## src/rtl/rf_wb_arbiter.sv

```systemverilog
// rf_wb_arbiter: merges the ALU and LSU result channels onto a single
// registered register-file write port.
//   - ALU results have priority and take 1 cycle to reach the write port.
//   - LSU results pass through a 2-entry FIFO, so they take at least 2 cycles.
//   - A starvation counter forces the FIFO head through after the ALU has won
//     STARVE_LIMIT consecutive cycles while the FIFO was waiting.
//   - Writes to register 0 are consumed but never raise wEN.
// Optional macro WB_FORWARD_EN adds a combinational bypass lookup against the
// registered write port; without it the bypass outputs are tied to zero.
module rf_wb_arbiter #(
    parameter int DATA_WIDTH    = 32,
    parameter int RF_ADDR_WIDTH = 5,
    parameter int STARVE_LIMIT  = 3
) (
    input  logic                     clk,
    input  logic                     rst_n,
    // ALU result channel
    input  logic                     alu_valid,
    output logic                     alu_ready,
    input  logic [RF_ADDR_WIDTH-1:0] alu_rd,
    input  logic [DATA_WIDTH-1:0]    alu_data,
    // Load / mul-div result channel
    input  logic                     lsu_valid,
    output logic                     lsu_ready,
    input  logic [RF_ADDR_WIDTH-1:0] lsu_rd,
    input  logic [DATA_WIDTH-1:0]    lsu_data,
    // Register-file write port
    output logic                     wEN,
    output logic [RF_ADDR_WIDTH-1:0] wAddr,
    output logic [DATA_WIDTH-1:0]    wData,
    // Bypass lookup
    input  logic [RF_ADDR_WIDTH-1:0] fwd_addr1,
    input  logic [RF_ADDR_WIDTH-1:0] fwd_addr2,
    output logic                     fwd_hit1,
    output logic                     fwd_hit2,
    output logic [DATA_WIDTH-1:0]    fwd_data1,
    output logic [DATA_WIDTH-1:0]    fwd_data2
);

    // Counter must be able to hold STARVE_LIMIT itself.
    localparam int SW = (STARVE_LIMIT < 1) ? 1 : $clog2(STARVE_LIMIT + 1);
    localparam logic [SW-1:0] STARVE_MAX = SW'(STARVE_LIMIT);

    typedef enum logic [1:0] {
        SEL_NONE = 2'd0,
        SEL_ALU  = 2'd1,
        SEL_LSU  = 2'd2
    } sel_e;

    // LSU FIFO state
    logic [RF_ADDR_WIDTH-1:0] fifo_rd_q   [2];
    logic [DATA_WIDTH-1:0]    fifo_data_q [2];
    logic [1:0]               count_q, count_d;
    logic                     wr_ptr_q, wr_ptr_d;
    logic                     rd_ptr_q, rd_ptr_d;

    // Arbitration state
    logic [SW-1:0]            starve_q, starve_d;

    // Output stage
    logic                     wen_q, wen_d;
    logic [RF_ADDR_WIDTH-1:0] waddr_q, waddr_d;
    logic [DATA_WIDTH-1:0]    wdata_q, wdata_d;

    // Combinational helpers
    logic                     fifo_nonempty_s;
    logic                     starved_s;
    logic                     lsu_push_s;
    logic                     fifo_pop_s;
    sel_e                     sel_s;
    logic [RF_ADDR_WIDTH-1:0] sel_rd_s;
    logic [DATA_WIDTH-1:0]    sel_data_s;

    // Handshake readiness: LSU side depends only on the registered count.
    always_comb begin
        fifo_nonempty_s = (count_q != 2'd0);
        starved_s       = fifo_nonempty_s && (starve_q == STARVE_MAX);
        lsu_ready       = rst_n && (count_q != 2'd2);
        alu_ready       = rst_n && !starved_s;
        lsu_push_s      = lsu_valid && lsu_ready;
    end

    // Pick at most one candidate: starved FIFO head, then ALU, then FIFO head.
    always_comb begin
        sel_s = SEL_NONE;
        if (!rst_n) begin
            sel_s = SEL_NONE;
        end else if (starved_s) begin
            sel_s = SEL_LSU;
        end else if (alu_valid) begin
            sel_s = SEL_ALU;
        end else if (fifo_nonempty_s) begin
            sel_s = SEL_LSU;
        end else begin
            sel_s = SEL_NONE;
        end
    end

    // Payload of the selected candidate.
    always_comb begin
        sel_rd_s   = {RF_ADDR_WIDTH{1'b0}};
        sel_data_s = {DATA_WIDTH{1'b0}};
        case (sel_s)
            SEL_ALU: begin
                sel_rd_s   = alu_rd;
                sel_data_s = alu_data;
            end
            SEL_LSU: begin
                sel_rd_s   = fifo_rd_q[rd_ptr_q];
                sel_data_s = fifo_data_q[rd_ptr_q];
            end
            default: begin
                sel_rd_s   = {RF_ADDR_WIDTH{1'b0}};
                sel_data_s = {DATA_WIDTH{1'b0}};
            end
        endcase
    end

    // FIFO pointer/count next state; a head can never pop in its push cycle.
    always_comb begin
        fifo_pop_s = (sel_s == SEL_LSU);
        count_d    = count_q + {1'b0, lsu_push_s} - {1'b0, fifo_pop_s};
        wr_ptr_d   = wr_ptr_q ^ lsu_push_s;
        rd_ptr_d   = rd_ptr_q ^ fifo_pop_s;
    end

    // Starvation counter: counts ALU wins while the FIFO waits.
    always_comb begin
        starve_d = {SW{1'b0}};
        case (sel_s)
            SEL_ALU: begin
                if (fifo_nonempty_s) begin
                    starve_d = starve_q + SW'(1);
                end else begin
                    starve_d = {SW{1'b0}};
                end
            end
            SEL_LSU:  starve_d = {SW{1'b0}};
            default:  starve_d = {SW{1'b0}};
        endcase
    end

    // Output stage next state: register 0 is consumed silently; address and
    // data only move on a real write so they hold through idle cycles.
    always_comb begin
        wen_d   = (sel_s != SEL_NONE) && (sel_rd_s != {RF_ADDR_WIDTH{1'b0}});
        waddr_d = waddr_q;
        wdata_d = wdata_q;
        if (wen_d) begin
            waddr_d = sel_rd_s;
            wdata_d = sel_data_s;
        end else begin
            waddr_d = waddr_q;
            wdata_d = wdata_q;
        end
    end

    // Control and output-stage registers with synchronous reset.
    always_ff @(posedge clk) begin
        if (!rst_n) begin
            count_q  <= 2'd0;
            wr_ptr_q <= 1'b0;
            rd_ptr_q <= 1'b0;
            starve_q <= {SW{1'b0}};
            wen_q    <= 1'b0;
            waddr_q  <= {RF_ADDR_WIDTH{1'b0}};
            wdata_q  <= {DATA_WIDTH{1'b0}};
        end else begin
            count_q  <= count_d;
            wr_ptr_q <= wr_ptr_d;
            rd_ptr_q <= rd_ptr_d;
            starve_q <= starve_d;
            wen_q    <= wen_d;
            waddr_q  <= waddr_d;
            wdata_q  <= wdata_d;
        end
    end

    // FIFO storage: capture the LSU payload on an accepted transfer.
    always_ff @(posedge clk) begin
        if (!rst_n) begin
            fifo_rd_q[0]   <= {RF_ADDR_WIDTH{1'b0}};
            fifo_rd_q[1]   <= {RF_ADDR_WIDTH{1'b0}};
            fifo_data_q[0] <= {DATA_WIDTH{1'b0}};
            fifo_data_q[1] <= {DATA_WIDTH{1'b0}};
        end else if (lsu_push_s) begin
            fifo_rd_q[wr_ptr_q]   <= lsu_rd;
            fifo_data_q[wr_ptr_q] <= lsu_data;
        end
    end

    assign wEN   = wen_q;
    assign wAddr = waddr_q;
    assign wData = wdata_q;

`ifdef WB_FORWARD_EN
    // Bypass lookup against the write currently on the port; x0 never hits.
    always_comb begin
        fwd_hit1  = wen_q && (waddr_q == fwd_addr1) &&
                    (fwd_addr1 != {RF_ADDR_WIDTH{1'b0}});
        fwd_hit2  = wen_q && (waddr_q == fwd_addr2) &&
                    (fwd_addr2 != {RF_ADDR_WIDTH{1'b0}});
        fwd_data1 = {DATA_WIDTH{1'b0}};
        fwd_data2 = {DATA_WIDTH{1'b0}};
        if (fwd_hit1) begin
            fwd_data1 = wdata_q;
        end else begin
            fwd_data1 = {DATA_WIDTH{1'b0}};
        end
        if (fwd_hit2) begin
            fwd_data2 = wdata_q;
        end else begin
            fwd_data2 = {DATA_WIDTH{1'b0}};
        end
    end
`else
    // Bypass disabled: outputs tied off, lookup addresses intentionally unused.
    logic unused_fwd_s;
    assign unused_fwd_s = ^{fwd_addr1, fwd_addr2};
    assign fwd_hit1  = 1'b0;
    assign fwd_hit2  = 1'b0;
    assign fwd_data1 = {DATA_WIDTH{1'b0}};
    assign fwd_data2 = {DATA_WIDTH{1'b0}};
`endif

endmodule
```

## config.mk

```make
export PLATFORM = sky130hd
export DESIGN_NAME = rf_wb_arbiter
export DESIGN_NICKNAME = d
export VERILOG_FILES = /design/src/rtl/rf_wb_arbiter.sv
export SDC_FILE = /design/constraint.sdc
export NUM_CORES = 1
export LEC_CHECK = 0
export ABC_AREA = 1
export BUFFER_PORTS_ARGS = -buffer_cell sky130_fd_sc_hd__buf_4
export CAP_MARGIN = 25
export CORE_AREA = 2 2 106 133
export CTS_CLUSTER_SIZE = 10
export DETAILED_ROUTE_END_ITERATION = 8
export DIE_AREA = 0 0 108 135
export GPL_TIMING_DRIVEN = 0
export HOLD_SLACK_MARGIN = 0.05
export MAX_ROUTING_LAYER = met4
export PLACE_DENSITY = 0.81
export SKIP_LAST_GASP = 1
export SYNTH_ARGS = -nofsm -noshare
export SYNTH_HDL_FRONTEND = slang
export SYNTH_SLANG_ARGS = --single-unit
```

## constraint.sdc

```tcl
create_clock -name clk -period 2.6 [get_ports clk]
set_clock_uncertainty 0.15 [all_clocks]
set_input_delay 0.52 -clock clk [delete_from_list [all_inputs] [get_ports clk]]
set_output_delay 0.52 -clock clk [all_outputs]
set_load 0.005 [all_outputs]
```

**Word level (Yosys, flattened, before mapping)**

Memory sizes are Yosys's and may differ from the RTL's. A register that Yosys moved wholly into a read port is not among the register bits.
Index checks and enable logic that the tools add are counted.

- Flip-flop bits (word level): 44
- RAM bits: 74
- Bits of input ports: 88
- Memories: 2

Memory list:

| name | depth | bits a word | read ports | clocked after memory_dff | wr ports | RTL line | text |
|---|---|---|---|---|---|---|---|
| fifo_data_q | 2 | 32 | 1 | 1 | 2 | 52 | `logic [DATA_WIDTH-1:0] fifo_data_q [2];` |
| fifo_rd_q | 2 | 5 | 1 | 1 | 2 | 51 | `logic [RF_ADDR_WIDTH-1:0] fifo_rd_q [2];` |

- $add $sub $neg: 3
- Equality and inequality tests: 4
- Multiplexer cells: 18
- Bitwise operators: 2
- Reduce and logical (&&, ||, !) cells: 12

Operators by type and width:

| kind | count |
|---|---|
| 32-bit case mux with 2 select lines | 1 |
| 32-bit two-way mux | 1 |
| 32-bit OR reduction | 1 |
| 1-bit two-way mux | 10 |
| 5-bit case mux with 2 select lines | 1 |
| 2-bit two-way mux | 4 |
| 1-bit logical AND | 5 |
| 5-bit two-way mux | 1 |
| 5-bit nonzero test | 1 |
| 5-bit OR reduction | 1 |
| 2-bit == test (second input constant) | 2 |
| 2-bit nonzero test | 2 |
| 3-bit AND reduction | 1 |
| 2-bit by 1-bit adder with 2-bit output | 1 |
| 2-bit by 1-bit adder with 2-bit output (second input constant) | 1 |
| 2-bit by 1-bit == test with 1-bit output (second input constant) | 1 |
| 2-bit != test (second input constant) | 1 |
| 2-bit by 1-bit subtractor with 2-bit output | 1 |
| 1-bit bitwise XOR | 2 |
| 1-bit zero test | 1 |

**Logic depth before layout (Yosys ltp)**

- Depth in word-level cells: 9
- Mapped depth: 18
- Mapped depth without buffers: 16

**Worst setup path before layout**

OpenSTA, ideal clock, no wires.

- Kind: input to register
- Start point: input rst_n
- End point: memory fifo_data_q[0][0] (enable)
- Library setup time: 0.395 ns
- Arrival time: 2.120 ns
- Path slack: -0.065 ns
- Stages: 8
- Buffers on the path: 2
- Cells stage by stage: inv_2 a21oi_1 nand2_1 inv_1 nand2_1 buf_2 buf_2 nand2_1

RTL lines:

| what | RTL line | text |
|---|---|---|
| from (decl) | 16 | `input logic rst_n,` |
| to (decl) | 52 |  |

**Worst setup path after layout**

- Start point: register starve_q[0]
- End point: register wdata_q[24] (netlist: wData[24])

- Cells in the longest elaborated chain, start to end: 8
- Elaborated cells on any way between the ends: 11
- Classes of those cells: 3 x eq/ne; 4 x mux; 4 x reduce/logical

RTL lines:

| what | RTL line | text |
|---|---|---|
| from (decl) | 58 | `logic [SW-1:0] starve_q, starve_d;` |
| from (signal assigned) | 164 | `starve_q <= {SW{1'b0}};` |
| from (signal assigned) | 172 | `starve_q <= starve_d;` |
| 2-bit == test * | 77 | `starved_s = fifo_nonempty_s && (starve_q == STARVE_MAX);` |
| 1-bit logical AND * | 77 |  |
| 2-bit two-way mux * | 88 | `end else if (starved_s) begin` |
| 2-bit two-way mux * | 86 | `if (!rst_n) begin` |
| 2-bit == test / 2-bit by 1-bit == test with 1-bit output (equally long branches) | 103 | `case (sel_s)` |
| 5-bit case mux with 2 select lines | 103 |  |
| 5-bit nonzero test | 146 | `wen_d = (sel_s != SEL_NONE) && (sel_rd_s != {RF_ADDR_WIDTH{1'b0}});` |
| 1-bit logical AND | 146 |  |
| to (signal assigned) | 167 | `wdata_q <= {DATA_WIDTH{1'b0}};` |
| to (signal assigned) | 175 | `wdata_q <= wdata_d;` |
| to (decl) | 63 | `logic [DATA_WIDTH-1:0] wdata_q, wdata_d;` |

Mark *: on every way between the ends. The rest lies on a longest branch, timed or not.
A chain may end at the register's enable or synchronous reset.

==> impl_metrics.py <==
metrics = {
    "setup_path": {
        "worstReg2RegEnd": "wData[24]",
        "critPathRequiredTime_ns": 2.76,
        "cp-start-kind": "flip-flop",
        "reg2reg_from": "starve_q[0]",
        "cp.depth": 18,
        "cp_slowest_cell": "dfxtp_1",
        "crit_path_frequent_cell": "nand2_1",
        "rr_worst_depth": 18,
        "cp.arrival_ns": 2.66,
        "critical-path-max-stage-delay_ns": 0.31,
        "crit_buf_inv": 5,
        "endpoint_kind": "flip-flop",
        "crit_type": "flip-flop to flip-flop",
        "cp_max_fo": 10,
        "path_cells": "ha_1 -> inv_1 -> nor2_1 -> nor2_2 -> nand2_2 -> inv_1 -> ha_1 -> buf_6 -> nand2_1 -> nand2_1 -> nand2_1 -> nand2_2 -> inv_1 -> nand2_4 -> buf_2 -> nand3_1 -> nand2_1 -> nor2_1",
        "r2r_setup_slack_ns": 0.10,
        "cpLargestDelayFamily": "simple AND/OR/NAND/NOR gates",
    },
    "grt": {
        "grtUsageTotal_pct": 21.6,
        "grt_max_degree": 39,
        "overflow": 0,
        "grt_pass1_vias": 4854,
        "antenna_found_initial": 0,
        "grt_pass1_wl_mm": 23.2,
    },
    "layout": {
        "postLayoutCoreUtil_pct": 61.1,
        "nets": 1037,
        "most-common-layout-cells": "buf_4, nor2_1, nand2_1",
        "antenna_cells": 0,
        "n_fill_cell": 1119,
        "final_common_cell": "buf_4",
        "area_delta_synth_final_pct": 34.8,
        "drive_gt1_share_pct": 27.5,
    },
    "die": {
        "design.die.area_um2": 14600,
        "core-area_um2": 13200,
        "die_w_um": 108,
        "start_util_pct": 45.3,
        "rows": 47,
        "die_y_um": 135,
        "io_pins": 194,
    },
    "place": {
        "hpwl_mm": 11.0,
        "gp_congestion": 0.867,
        "portBuffers": 117,
    },
    "sta": {
        "setup_viol": 0,
        "period_share_pct": 96.0,
        "max_freq_mhz": 400,
        "hold_viol_final": 0,
        "report.final.slew_viol_count": 0,
        "slew_headroom_pct": 36.4,
        "period_needed_ns": 2.50,
        "rsz0062_at_grt": "true",
        "worst_pin_slew_ns": 0.950,
        "tns_ns": 0,
    },
    "logic_synthesis": {
        "yosysSeqAreaShare_pct": 52.1,
        "syn-cell-area_um2": 5990,
        "async_reset_ff_share_pct": 0,
        "ys_ff_latch": 119,
        "synth_area_per_cell_um2": 8.14,
        "yosys_warnings": 0,
        "synthDominantCellAreaShare_pct": 37.1,
        "synth.distinct_cells": 26,
        "synth_flop_cell": "edfxtp_1",
        "synth_edf_count": 74,
        "synth_area_leaders": "edfxtp_1, dfxtp_1, nor2_1",
        "yosys.area.top_type": "edfxtp_1",
        "synthCells": 736,
    },
    "detailed_routing": {
        "drc": 0,
        "via_count": 5259,
        "drtAntennaViolNets": 0,
        "drtIter0Drc": 473,
        "routed_via_density": 4.67,
        "totalWireLength_mm": 15.6,
        "drt_first_pass_iters": 8,
        "wire_per_inst_um": 13.9,
    },
    "hold_path": {
        "whs_endpoint": "fifo_data_q[1][30]",
        "hold_class": "input pin to flip-flop",
        "worst_hold_startpoint": "lsu_data[30]",
        "hold_path_depth": 3,
    },
    "power": {
        "clkPwrFrac_pct": 44.6,
        "combPwrFrac_pct": 14.0,
        "p_int_mw": 4.02,
        "switching_share_pct": 24.1,
        "leakage_nw": 3.97,
        "ir_drop_uv": 508,
        "p_switching_mw": 1.28,
        "power_frac_seq_pct": 41.4,
        "p_per_area_nw_per_um2": 656,
    },
    "clock_tree": {
        "cts_buffer_depth": 2,
        "clkLatencyLatePin_ns": 0.42,
        "cts_sinks": 119,
        "cts-root-buf": "clkbuf_16",
        "cts_buffers": 17,
        "cts_tree": "yes",
        "cts_hold_buf": 0,
        "path_clk_slew_ns": 0.05,
        "htreeDepth": 4,
    },
    "job": {
        "drv_cap": 0,
    },
    "status": {
        "status": "finished clean",
    },
}
## cell usage after synthesis, types with 6 or more instances
master	instances
ha_1	6
a21oi_1	10
o21ai_1	9
clkbuf_1	21
o21a_1	6
dfxtp_1	45
nor2_1	179
edfxtp_1	74
buf_4	66
buf_2	12
inv_1	68
nand3_1	34
o21ai_0	50
nand2_1	136
## what timing repair did
item / 4_1_cts / 5_1_grt
endpoints found under the setup margin: 4 / 75
setup buffers: 0 / 5
endpoints found under the hold margin: 0 / 0
gates resized for setup: 2 / 39
pin swaps: 0 / 5
gates cloned: 0 / 2
## sequential cells by signal, summed over array words and instances, names as in the netlist, named ones only
name,cells
fifo_data_q,64
wr_ptr_q,1
wAddr,5
rd_ptr_q,1
starve_q,2
wData,32
count_q,2
fifo_rd_q,10
wEN,1
## cells by family after synthesis
logic type,after synthesis,synth area share [%]
compound gates,77,6.97
xor+xnor,2,0.292
fa+ha+maj,6,1.25
buf+inv,177,16.2
flops,119,52.1
other cells,1,0.0626
simple gates,354,23.2
## metal layers
| metal | global-route usage (%) | routed length [µm] | vias up |
|---|---|---|---|
| met5 | - | 0 | - |
| li1 | - | - | 2598 |
| met1 | 23.1 | 5880 | 2328 |
| met4 | 10.2 | 546 | 0 |
| met3 | 5.12 | 1250 | 50 |
| met2 | 37.4 | 7960 | 283 |
## worst max-delay path by stage
stage	start	endpoint	slack, ns
after floorplan	rst_n	fifo_data_q[1][0]	0.09
after global placement	rst_n	fifo_rd_q[1][0]	-0.60
after detailed placement	rst_n	wData[11]	-0.31
after CTS	starve_q[0]	wData[13]	0.04
after global routing	starve_q[0]	wData[24]	-0.08
final	starve_q[0]	wData[24]	0.10
## stage by stage
stage / cell area (µm²) / instances / power [mW] / setup slack (ns) / hold WS (ns)
2_1_floorplan: 6240 / 801 / 2.65 / 0.0859 / 0.247
3_3_place_gp: 7330 / 1089 / 2.91 / -0.602 / 0.259
3_5_place_dp: 7330 / 1089 / 2.92 / -0.313 / 0.266
4_1_cts: 7940 / 1121 / 5.26 / 0.0357 / 0.261
5_1_grt: 8080 / 1127 / 5.48 / -0.0833 / 0.259
6_report: 8080 / 1127 / 5.30 / 0.103 / 0.261
## tightest hold or removal path: cells and delay by family
family,cells,cell delay (ns)
buffers and inverters,2,0.11
and+or+nand+nor,1,0.09
## area by class of cell
class	count	area [µm²]	area share [%]
sequential	119	3120	38.6
multi-input combinational	505	2220	27.5
timing repair buffer	124	926	11.5
buffer	105	732	9.06
clock buffer	25	508	6.29
inverter	71	269	3.33
tap	171	214	2.65
clock inverter	7	90.1	1.11
## power by group through the flow
stage | logic, mW | clock network [mW] | registers (mW)
2_1_floorplan | 0.429 | 0 | 2.22
3_3_place_gp | 0.684 | 0 | 2.22
3_5_place_dp | 0.692 | 0 | 2.23
4_1_cts | 0.699 | 2.36 | 2.19
5_1_grt | 0.822 | 2.46 | 2.20
6_report | 0.744 | 2.36 | 2.19
Note: power is estimated with default switching activity, not from simulation.
